**config.mk**
```make
export PLATFORM = sky130hd
export DESIGN_NAME = jtpopeye_objdma_flat
export DESIGN_NICKNAME = d
export VERILOG_FILES = /design/src/rtl/jtpopeye_objdma_if.sv /design/src/rtl/jtpopeye_objdma.sv /design/src/flat_wrapper.sv
export SDC_FILE = /design/constraint.sdc
export NUM_CORES = 2
export LEC_CHECK = 0
export ABC_AREA = 1
export CAP_MARGIN = 0
export CELL_PAD_IN_SITES_DETAIL_PLACEMENT = 1
export CELL_PAD_IN_SITES_GLOBAL_PLACEMENT = 1
export CORE_MARGIN = 2
export CORE_UTILIZATION = 47
export CTS_CLUSTER_DIAMETER = 200
export DETAILED_ROUTE_END_ITERATION = 16
export PLACE_DENSITY = 0.72
export SLEW_MARGIN = 20
export SYNTH_ARGS = -nofsm -noshare
export SYNTH_HDL_FRONTEND = slang
export SYNTH_SLANG_ARGS = --single-unit
```
**constraint.sdc**
```tcl
create_clock -name clk -period 6.6 [get_ports clk]
set_input_delay 0.99 -clock clk [delete_from_list [all_inputs] [get_ports clk]]
set_output_delay 0.99 -clock clk [all_outputs]
set_load 0.01 [all_outputs]
```
**src/rtl/jtpopeye_objdma_if.sv**
```systemverilog
// CPU-bus side of the object DMA: bus request/acknowledge and the main-RAM read port.
interface jtpopeye_objdma_if #(parameter int AW = 10);
    logic          busrq_n;
    logic          busak_n;
    logic [AW-1:0] AD_DMA;
    logic          dma_cs;
    logic [7:0]    DD_DMA;

    modport master (output busrq_n, AD_DMA, dma_cs, input busak_n, DD_DMA);
    modport slave  (input busrq_n, AD_DMA, dma_cs, output busak_n, DD_DMA);
endinterface

```
**src/rtl/jtpopeye_objdma.sv**
```systemverilog
// Object-table DMA: copies OBJN records of OBJW bytes from main RAM on each VB start.
// Define JTPOPEYE_OBJDMA_DBLBUF_EN for a double-buffered table (front swaps only on clean transfers).
module jtpopeye_objdma #(
    parameter int            OBJN  = 64,
    parameter int            OBJW  = 4,
    parameter int            AW    = 10,
    parameter logic [AW-1:0] BASE  = '0,
    parameter int            ACKTO = 255
)(
    input  logic                    clk,
    input  logic                    rst,
    input  logic                    pxl_cen,
    input  logic                    VB,
    jtpopeye_objdma_if.master       bus,
    input  logic [$clog2(OBJN)-1:0] rd_addr,
    output logic [8*OBJW-1:0]       rd_data,
    output logic                    busy,
    output logic                    err
);
    localparam int NB = OBJN * OBJW;
    localparam int IW = $clog2(OBJN);
    localparam int BW = $clog2(NB) + 1;
    localparam int TW = (ACKTO < 2) ? 1 : $clog2(ACKTO + 1);
    localparam int RW = 8 * OBJW;

    localparam logic [2:0] IDLE  = 3'd0;
    localparam logic [2:0] REQ   = 3'd1;
    localparam logic [2:0] XFER  = 3'd2;
    localparam logic [2:0] DRAIN = 3'd3;
    localparam logic [2:0] REL   = 3'd4;

    logic [2:0]    st;
    logic          vb_l;
    logic [BW-1:0] bcnt;
    logic [IW-1:0] rcnt;
    logic [2:0]    bpos;
    logic [TW-1:0] tocnt;
    logic [RW-1:0] rec_buf;
    logic [RW-1:0] rec_next;
    logic          vb_rise;
    logic          xfer_abort;
    logic          cap;
    logic          tbl_we;

    assign vb_rise    = VB & ~vb_l;
    assign xfer_abort = ~VB | bus.busak_n;
    // Data for the address issued last tick arrives now; nothing is pending on the first XFER tick.
    assign cap        = pxl_cen && ((st == XFER && bcnt != '0 && !xfer_abort) || st == DRAIN);
    assign tbl_we     = cap && (bpos == 3'(OBJW - 1));

    assign busy        = (st == REQ) || (st == XFER) || (st == DRAIN);
    assign bus.busrq_n = ~busy;
    assign bus.dma_cs  = (st == XFER);
    assign bus.AD_DMA  = BASE + AW'(bcnt);

    always_comb begin
        rec_next = rec_buf;
        rec_next[8*bpos +: 8] = bus.DD_DMA;
    end

    always_ff @(posedge clk or posedge rst) begin
        if (rst) begin
            st      <= IDLE;
            vb_l    <= 1'b0;
            bcnt    <= '0;
            rcnt    <= '0;
            bpos    <= '0;
            tocnt   <= '0;
            rec_buf <= '0;
            err     <= 1'b0;
        end else if (pxl_cen) begin
            vb_l <= VB;
            if (cap) begin
                rec_buf <= rec_next;
                if (tbl_we) begin
                    bpos <= '0;
                    rcnt <= rcnt + 1'b1;
                end else begin
                    bpos <= bpos + 3'd1;
                end
            end
            case (st)
                IDLE: begin
                    if (vb_rise) begin
                        st    <= REQ;
                        err   <= 1'b0;
                        bcnt  <= '0;
                        rcnt  <= '0;
                        bpos  <= '0;
                        tocnt <= '0;
                    end
                end
                REQ: begin
                    if (!bus.busak_n) begin
                        st <= XFER;
                    end else if (!VB || tocnt == TW'(ACKTO)) begin
                        st  <= REL;
                        err <= 1'b1;
                    end else begin
                        tocnt <= tocnt + 1'b1;
                    end
                end
                // A lost bus or early VB end leaves the partial record unwritten.
                XFER: begin
                    if (xfer_abort) begin
                        st  <= REL;
                        err <= 1'b1;
                    end else begin
                        bcnt <= bcnt + 1'b1;
                        if (bcnt == BW'(NB - 1)) st <= DRAIN;
                    end
                end
                DRAIN:   st <= REL;
                REL:     st <= IDLE;
                default: st <= IDLE;
            endcase
        end
    end

`ifdef JTPOPEYE_OBJDMA_DBLBUF_EN
    logic          front;
    logic [RW-1:0] tbl [2][OBJN];

    always_ff @(posedge clk or posedge rst) begin
        if (rst) front <= 1'b0;
        else if (pxl_cen && st == REL && !err) front <= ~front;
    end

    always_ff @(posedge clk) begin
        if (tbl_we) tbl[~front][rcnt] <= rec_next;
    end

    always_ff @(posedge clk or posedge rst) begin
        if (rst) rd_data <= '0;
        else     rd_data <= tbl[front][rd_addr];
    end
`else
    logic [RW-1:0] tbl [OBJN];

    always_ff @(posedge clk) begin
        if (tbl_we) tbl[rcnt] <= rec_next;
    end

    // Read-before-write: a same-cycle read of the written index returns old contents.
    always_ff @(posedge clk or posedge rst) begin
        if (rst) rd_data <= '0;
        else     rd_data <= tbl[rd_addr];
    end
`endif
endmodule

```
**src/flat_wrapper.sv**
```systemverilog
// flat-port wrapper written by rule: the top's interface ports become plain ports
module jtpopeye_objdma_flat 
#(
    parameter int            OBJN  = 64,
    parameter int            OBJW  = 4,
    parameter int            AW    = 10,
    parameter logic [AW-1:0] BASE  = '0,
    parameter int            ACKTO = 255
)
  (clk, rst, pxl_cen, VB, rd_addr, rd_data, busy, err, bus_busrq_n, bus_AD_DMA, bus_dma_cs, bus_busak_n, bus_DD_DMA);
  jtpopeye_objdma_if #(.AW(AW)) bus_i ();
  input  logic clk;
  input  logic rst;
  input  logic pxl_cen;
  input  logic VB;
  input  logic [$clog2(OBJN)-1:0] rd_addr;
  output logic [8*OBJW-1:0] rd_data;
  output logic busy;
  output logic err;
  output wire logic [$bits(bus_i.busrq_n)-1:0] bus_busrq_n;
  output wire logic [$bits(bus_i.AD_DMA)-1:0] bus_AD_DMA;
  output wire logic [$bits(bus_i.dma_cs)-1:0] bus_dma_cs;
  input wire logic [$bits(bus_i.busak_n)-1:0] bus_busak_n;
  input wire logic [$bits(bus_i.DD_DMA)-1:0] bus_DD_DMA;
  assign bus_busrq_n = bus_i.busrq_n;
  assign bus_AD_DMA = bus_i.AD_DMA;
  assign bus_dma_cs = bus_i.dma_cs;
  assign bus_i.busak_n = bus_busak_n;
  assign bus_i.DD_DMA = bus_DD_DMA;
  jtpopeye_objdma #(.OBJN(OBJN), .OBJW(OBJW), .AW(AW), .BASE(BASE), .ACKTO(ACKTO)) u_core (.clk(clk), .rst(rst), .pxl_cen(pxl_cen), .VB(VB), .bus(bus_i), .rd_addr(rd_addr), .rd_data(rd_data), .busy(busy), .err(err));
endmodule
```
Yosys cells after proc, flatten, opt, wreduce, memory -nomap -nowiden

Memories as Yosys holds them, arrays and structs flattened. A register that Yosys moved wholly into a read port is not among the register bits.
Cells that the tools add are included.

Reductions and logical operators: 20
Eq/ne operators: 14
Multiplexer cells: 29
Bitwise operators: 5
Shift-type cells: 2
Add/subtract/negate cells: 5

Operators by type and width:

| kind                                                   | number |
|---|---|
| negator 6 -> 34 bit                                    | 1 |
| variable shift 8 x 34 -> 32 bit (first input constant) | 1 |
| indexed part select 8 x 34 -> 32 bit                   | 1 |
| bitwise mux 32 bit                                     | 1 |
| 2-to-1 mux 3 bit                                       | 9 |
| 2-to-1 mux 6 bit                                       | 4 |
| 2-to-1 mux 8 bit                                       | 3 |
| 2-to-1 mux 9 bit                                       | 2 |
| one-hot mux 9 bit (2 select lines)                     | 1 |
| one-hot mux 8 bit (2 select lines)                     | 1 |
| one-hot mux 3 bit (4 select lines)                     | 1 |
| adder 9 x 1 -> 9 bit (second input constant)           | 1 |
| == test 3 x 2 -> 1 bit (second input constant)         | 3 |
| == test 9 x 8 -> 1 bit (second input constant)         | 1 |
| nonzero test 9 bit                                     | 1 |
| adder 8 x 1 -> 8 bit (second input constant)           | 1 |
| == test 8 bit (second input constant)                  | 1 |
| != test 2 bit (second input constant)                  | 4 |
| AND reduction 4 bit                                    | 2 |
| adder 6 x 1 -> 6 bit (second input constant)           | 1 |
| 2-to-1 mux 1 bit                                       | 6 |
| AND reduction 6 bit                                    | 1 |
| AND reduction 5 bit                                    | 1 |
| logical AND 1 bit                                      | 4 |
| 15 further kinds                                       | 23 |

Bits in writable memories: 2048
Bits in registers: 63
Memories kept: 1
Input port bits: 19

Memories:

| memory     | depth | bits a word | rd ports | clocked after Yosys merged registers in | write ports | RTL line               | text |
|---|---|---|---|---|---|---|---|
| u_core.tbl | 64    | 32          | 1        | 1                                       | 1           | jtpopeye_objdma.sv:138 | `logic [RW-1:0] tbl [OBJN];` |

Depth between registers and ports, before layout

Depth in word-level cells: 11
Gate-level depth with buffers: 13

Worst setup path after synthesis

Ideal clock, no wire load.

Path kind: reg2reg
Start point: register u_core.bpos[0]
End point: memory u_core.tbl[0][6] (netlist name), data pin
Path buffers: 2
Path slack: 1.554 ns
Arrival: 4.334 ns
Stages on the path, launching flop included: 9
Path through: dfrtp_1 > clkbuf_1 > inv_1 > ha_1 > ha_1 > nor3_1 > nand2_1 > clkbuf_1 > o21ai_0

Word-level cells in the longest chain between the ends: 3
Elaborated cells between the ends (all ways): 4
Those cells by class: add/sub (1); shift (2); mux (1)

RTL lines:

| item                                                                                    | RTL line               | text |
|---|---|---|
| from (decl)                                                                             | jtpopeye_objdma.sv:36  | `logic [2:0] bpos;` |
| from (signal assigned)                                                                  | jtpopeye_objdma.sv:79  | `bpos <= bpos + 3'd1;` |
| negator 6 -> 34 bit (*)                                                                 | jtpopeye_objdma.sv:58  | `rec_next[8*bpos +: 8] = bus.DD_DMA;` |
| indexed part select 8 x 34 -> 32 bit or variable shift 8 x 34 -> 32 bit (tied branches) | jtpopeye_objdma.sv:58  |  |
| bitwise mux 32 bit (*)                                                                  | jtpopeye_objdma.sv:58  |  |
| named net u_core.rec_next[6]                                                            | jtpopeye_objdma.sv:39  | `logic [RW-1:0] rec_next;` |
| to (decl)                                                                               | jtpopeye_objdma.sv:138 |  |

The timed path passes the listed nets; every way through them passes the cells marked *.

Worst setup path after layout

Start point: input port VB
End point: memory u_core.tbl[42][26] (netlist name) (enable)

Word-level cells in the longest chain between the ends: 9

RTL lines:

| item                                   | RTL line               | text |
|---|---|---|
| from (decl)                            | flat_wrapper.sv:15     | `input logic VB;` |
| NOT 1 bit                              | jtpopeye_objdma.sv:46  | `assign xfer_abort = ~VB \| bus.busak_n;` |
| bitwise OR 1 bit                       | jtpopeye_objdma.sv:46  |  |
| zero test 1 bit                        | jtpopeye_objdma.sv:48  | `assign cap = pxl_cen && ((st == XFER && bcnt != '0 && !xfer_abort) \|\| st == DRAIN);` |
| logical AND 1 bit                      | jtpopeye_objdma.sv:48  |  |
| logical OR 1 bit                       | jtpopeye_objdma.sv:48  |  |
| logical AND 1 bit                      | jtpopeye_objdma.sv:48  |  |
| logical AND 1 bit                      | jtpopeye_objdma.sv:49  | `assign tbl_we = cap && (bpos == 3'(OBJW - 1));` |
| 2-to-1 mux 1 bit                       | jtpopeye_objdma.sv:141 | `if (tbl_we) tbl[rcnt] <= rec_next;` |
| 2-to-1 mux 1 bit (not written as such) | jtpopeye_objdma.sv:141 |  |

Every way passes these cells.

==> out/metrics.csv <==
metric,value,unit
outcome,"complete, no violations",
insertion_delay,870,ps
synth.avg_cell_area,11.89,um^2
first_global_vias,60820,
detail_route.vias_per_cell,5.977,
drc,0,
final-max-slew-violation-count,0,
post_cts_clock_slew_at_the_launch_and_capture_registers_of_the_worst_setup_and_hold_paths,60,ps
tritoncts,built,
final.setup_skew,35.81,ps
dp_hpwl,155500,um
routed_wl,273900,um
die_w,432.4,um
cp-start-kind,input port,
routabilityCongestion,0.9251,
syn-num-nets,7281,
yosysWarningCount,0,
core_region_area,182700,um^2
hold_path_class,flip-flop to flip-flop,
max-cap-violations,0,
cts.htree.levels,4,
cellLeakagePower,34.36,nW
path_buf_inv,2,
synth_cell_types,30,
post_synth_fa_ha_maj_area_fraction,0.001161,
dpl.cell_count,9374,
grt_pass1_wl,400600,um
grt_setup_unrepaired,false,
tightest_slew,1204,ps
critical_path_peak_fanout,21,
synth_simple_gate_area_frac,0.2233,
synth_compound_gate_area_share,0.005136,
design.final.nets,7251,
detailroute.via_count,58550,
num_rows,157,
count_of_non_filler_cells_in_the_finished_layout,9795,
yosys.area_share.xor_xnor,0.0008124,
endpoint_kind,flip-flop,
grt_antenna_before_repair,10,
ant_nets,0,
finish.utilization,0.5322,
synthCells,7254,
die-height,432.4,um
cts_hold_buf,0,
route.detailed.wl_per_inst,27.97,um
worst-endpoint-arrival,4640,ps
synth_top_area_share,0.7131,
synth.top_cells.by_area,"edfxtp_1 71%, nand3_1 11%, nand2_1 10%, dfrtp_1 2.8%, buf_2 1.6%",
final_min_period_over_clock_period,0.6257,
vdd_drop_max,0.0005772,V
cts_post_setup_buffers_inserted,0,
slowest_stage,nor2_4,
path_class,input port to flip-flop,
max_slew_headroom_at_the_worst_pin,0.1970,
post_route_cells_drive_above_1_share,0.07722,
grt_util_all_layers,0.2921,
synthesis.area,86240,um^2
initialDrtViolationCount,6406,
synth_seq_area_share,0.7406,
cts.root.buffer_cell,clkbuf_16,
area_growth_syn_to_layout,12.73,%
upper_clock_frequency_limit,242.1,MHz
cpPeakStageDelay,750,ps
postCtsResizedCells,0,
total_power,0.03635,W
crit_chain,clkdlybuf4s50_1 > nand2_1 > nor2_2 > nand2_1 > nand2_2 > nand3_2 > nor2_2 > nand3_2 > nor2_4 > buf_4,
synth_area_leader_cell,edfxtp_1,
holdWs,485.0,ps
die_area,186900,um^2
design.portCount,65,
yosys_register_bits,2143,
powerDensity,373.9,nW/um^2
layout_commonest_cell,nand2_1,
cts_max_path_buffers,3,
floorplan.initialDensity,0.4721,
period_needed,4130,ps
dominant_combinational_cell_family_by_area_after_synthesis,simple AND/OR/NAND/NOR gates,
tritoncts_num_sinks,2143,
finalHoldViolCount,0,
setup-tns-final,0,ps
critical_path.top_delay_family,simple AND/OR/NAND/NOR gates,
leading_cell_types_in_the_layout_fill_and_taps_excluded,"2408 x nand2_1, 2048 x edfxtp_1, 1928 x nand3_1",
final-setup-viol-count,0,
grt_max_degree,162,
drt_pass1_iterations,5,
grt_overflow_total,0,
wp_data_required,7110,ps
synth.area.mux_share,0,
number_of_buffers_added_on_ports,63,
tritoncts.num_buffers,219,
==> cell usage after synthesis, drive strengths merged <==
| master | instances |
|---|---|
| o21ai | 69 |
| xor2 | 8 |
| nor3 | 8 |
| ha | 8 |
| conb | 1 |
| nand3 | 1933 |
| nand2 | 2412 |
| buf | 341 |
| or2 | 2 |
| o211ai | 1 |
| a21oi | 9 |
| nand4 | 3 |
| dfrtp | 95 |
| clkbuf | 121 |
| nor2 | 100 |
| inv | 89 |
| o21bai | 1 |
| edfxtp | 2048 |
| o31ai | 5 |
==> flip-flops by register name, indices dropped and copies added, names as in the netlist <==
signal          flops
u_core.err          1
u_core.tocnt        8
u_core.rcnt         6
u_core.rd_data     32
u_core.tbl       2048
u_core.bpos         3
u_core.bcnt         9
u_core.st           3
u_core.vb_l         1
u_core.rec_buf     32
==> layer usage <==
layer,share of wire,routed length (um),track usage
met1,0.40,109400,0.3856
met2,0.48,131000,0.4746
met3,0.068,18700,0.04087
met4,0.054,14780,0.1488
met5,0,0,0
==> layout make-up <==
cell class / count / area (um^2)
antenna: 3 / 7.507
clock buffer: 273 / 5777
clock inverter: 131 / 1069
fill: 18470 / 85470
inverter: 89 / 365.4
multi-input combinational: 4560 / 20720
sequential: 2143 / 63880
tap: 2385 / 2984
timing repair buffer: 211 / 2421
==> metrics by stage <==
step	worst slack (ps)	area, um^2
CTS	2492	96880
detailed placement	1608	90040
global placement	1662	89730
finish	2470	97220
global route	2313	97220
floorplan	1554	86240
==> report_power, final <==
group          switching (W)  internal (W)
registers           0.000142        0.0178
clock network        0.00529       0.00673
logic                0.00551      0.000873
==> worst paths after layout <==
path                                                 from                              to  slack [ps]  cells past startpoint
max                                                    VB    u_core.tbl[42][26]$_DFFE_PP_        2470                     10
min                        u_core.rec_buf[21]$_DFFE_PP0P_  u_core.rec_buf[21]$_DFFE_PP0P_         490                      2
max reg2reg                    u_core.bpos[0]$_DFFE_PP0P_    u_core.tbl[42][26]$_DFFE_PP_        2490                      8
min reg2reg                u_core.rec_buf[21]$_DFFE_PP0P_  u_core.rec_buf[21]$_DFFE_PP0P_         490                      2
max in group asynchronous                             rst    u_core.rd_data[26]$_DFF_PP0_        4770                      3
min in group asynchronous                             rst     u_core.tocnt[3]$_DFFE_PP0P_         590                      2
==> tightest hold or removal path, stage by stage, from the launching register on <==
cell     delay [ps]
dfrtp_1         340
nand2_1          60
nand2_1          50
==> logic make-up after synthesis <==
kind of cell    Yosys count
simple gates           4458
fa+ha+maj                 8
compound gates           85
flops                  2143
xor+xnor                  8
other cells               1
buf+inv                 551
No activity file was read; power rests on OpenSTA's default activity.
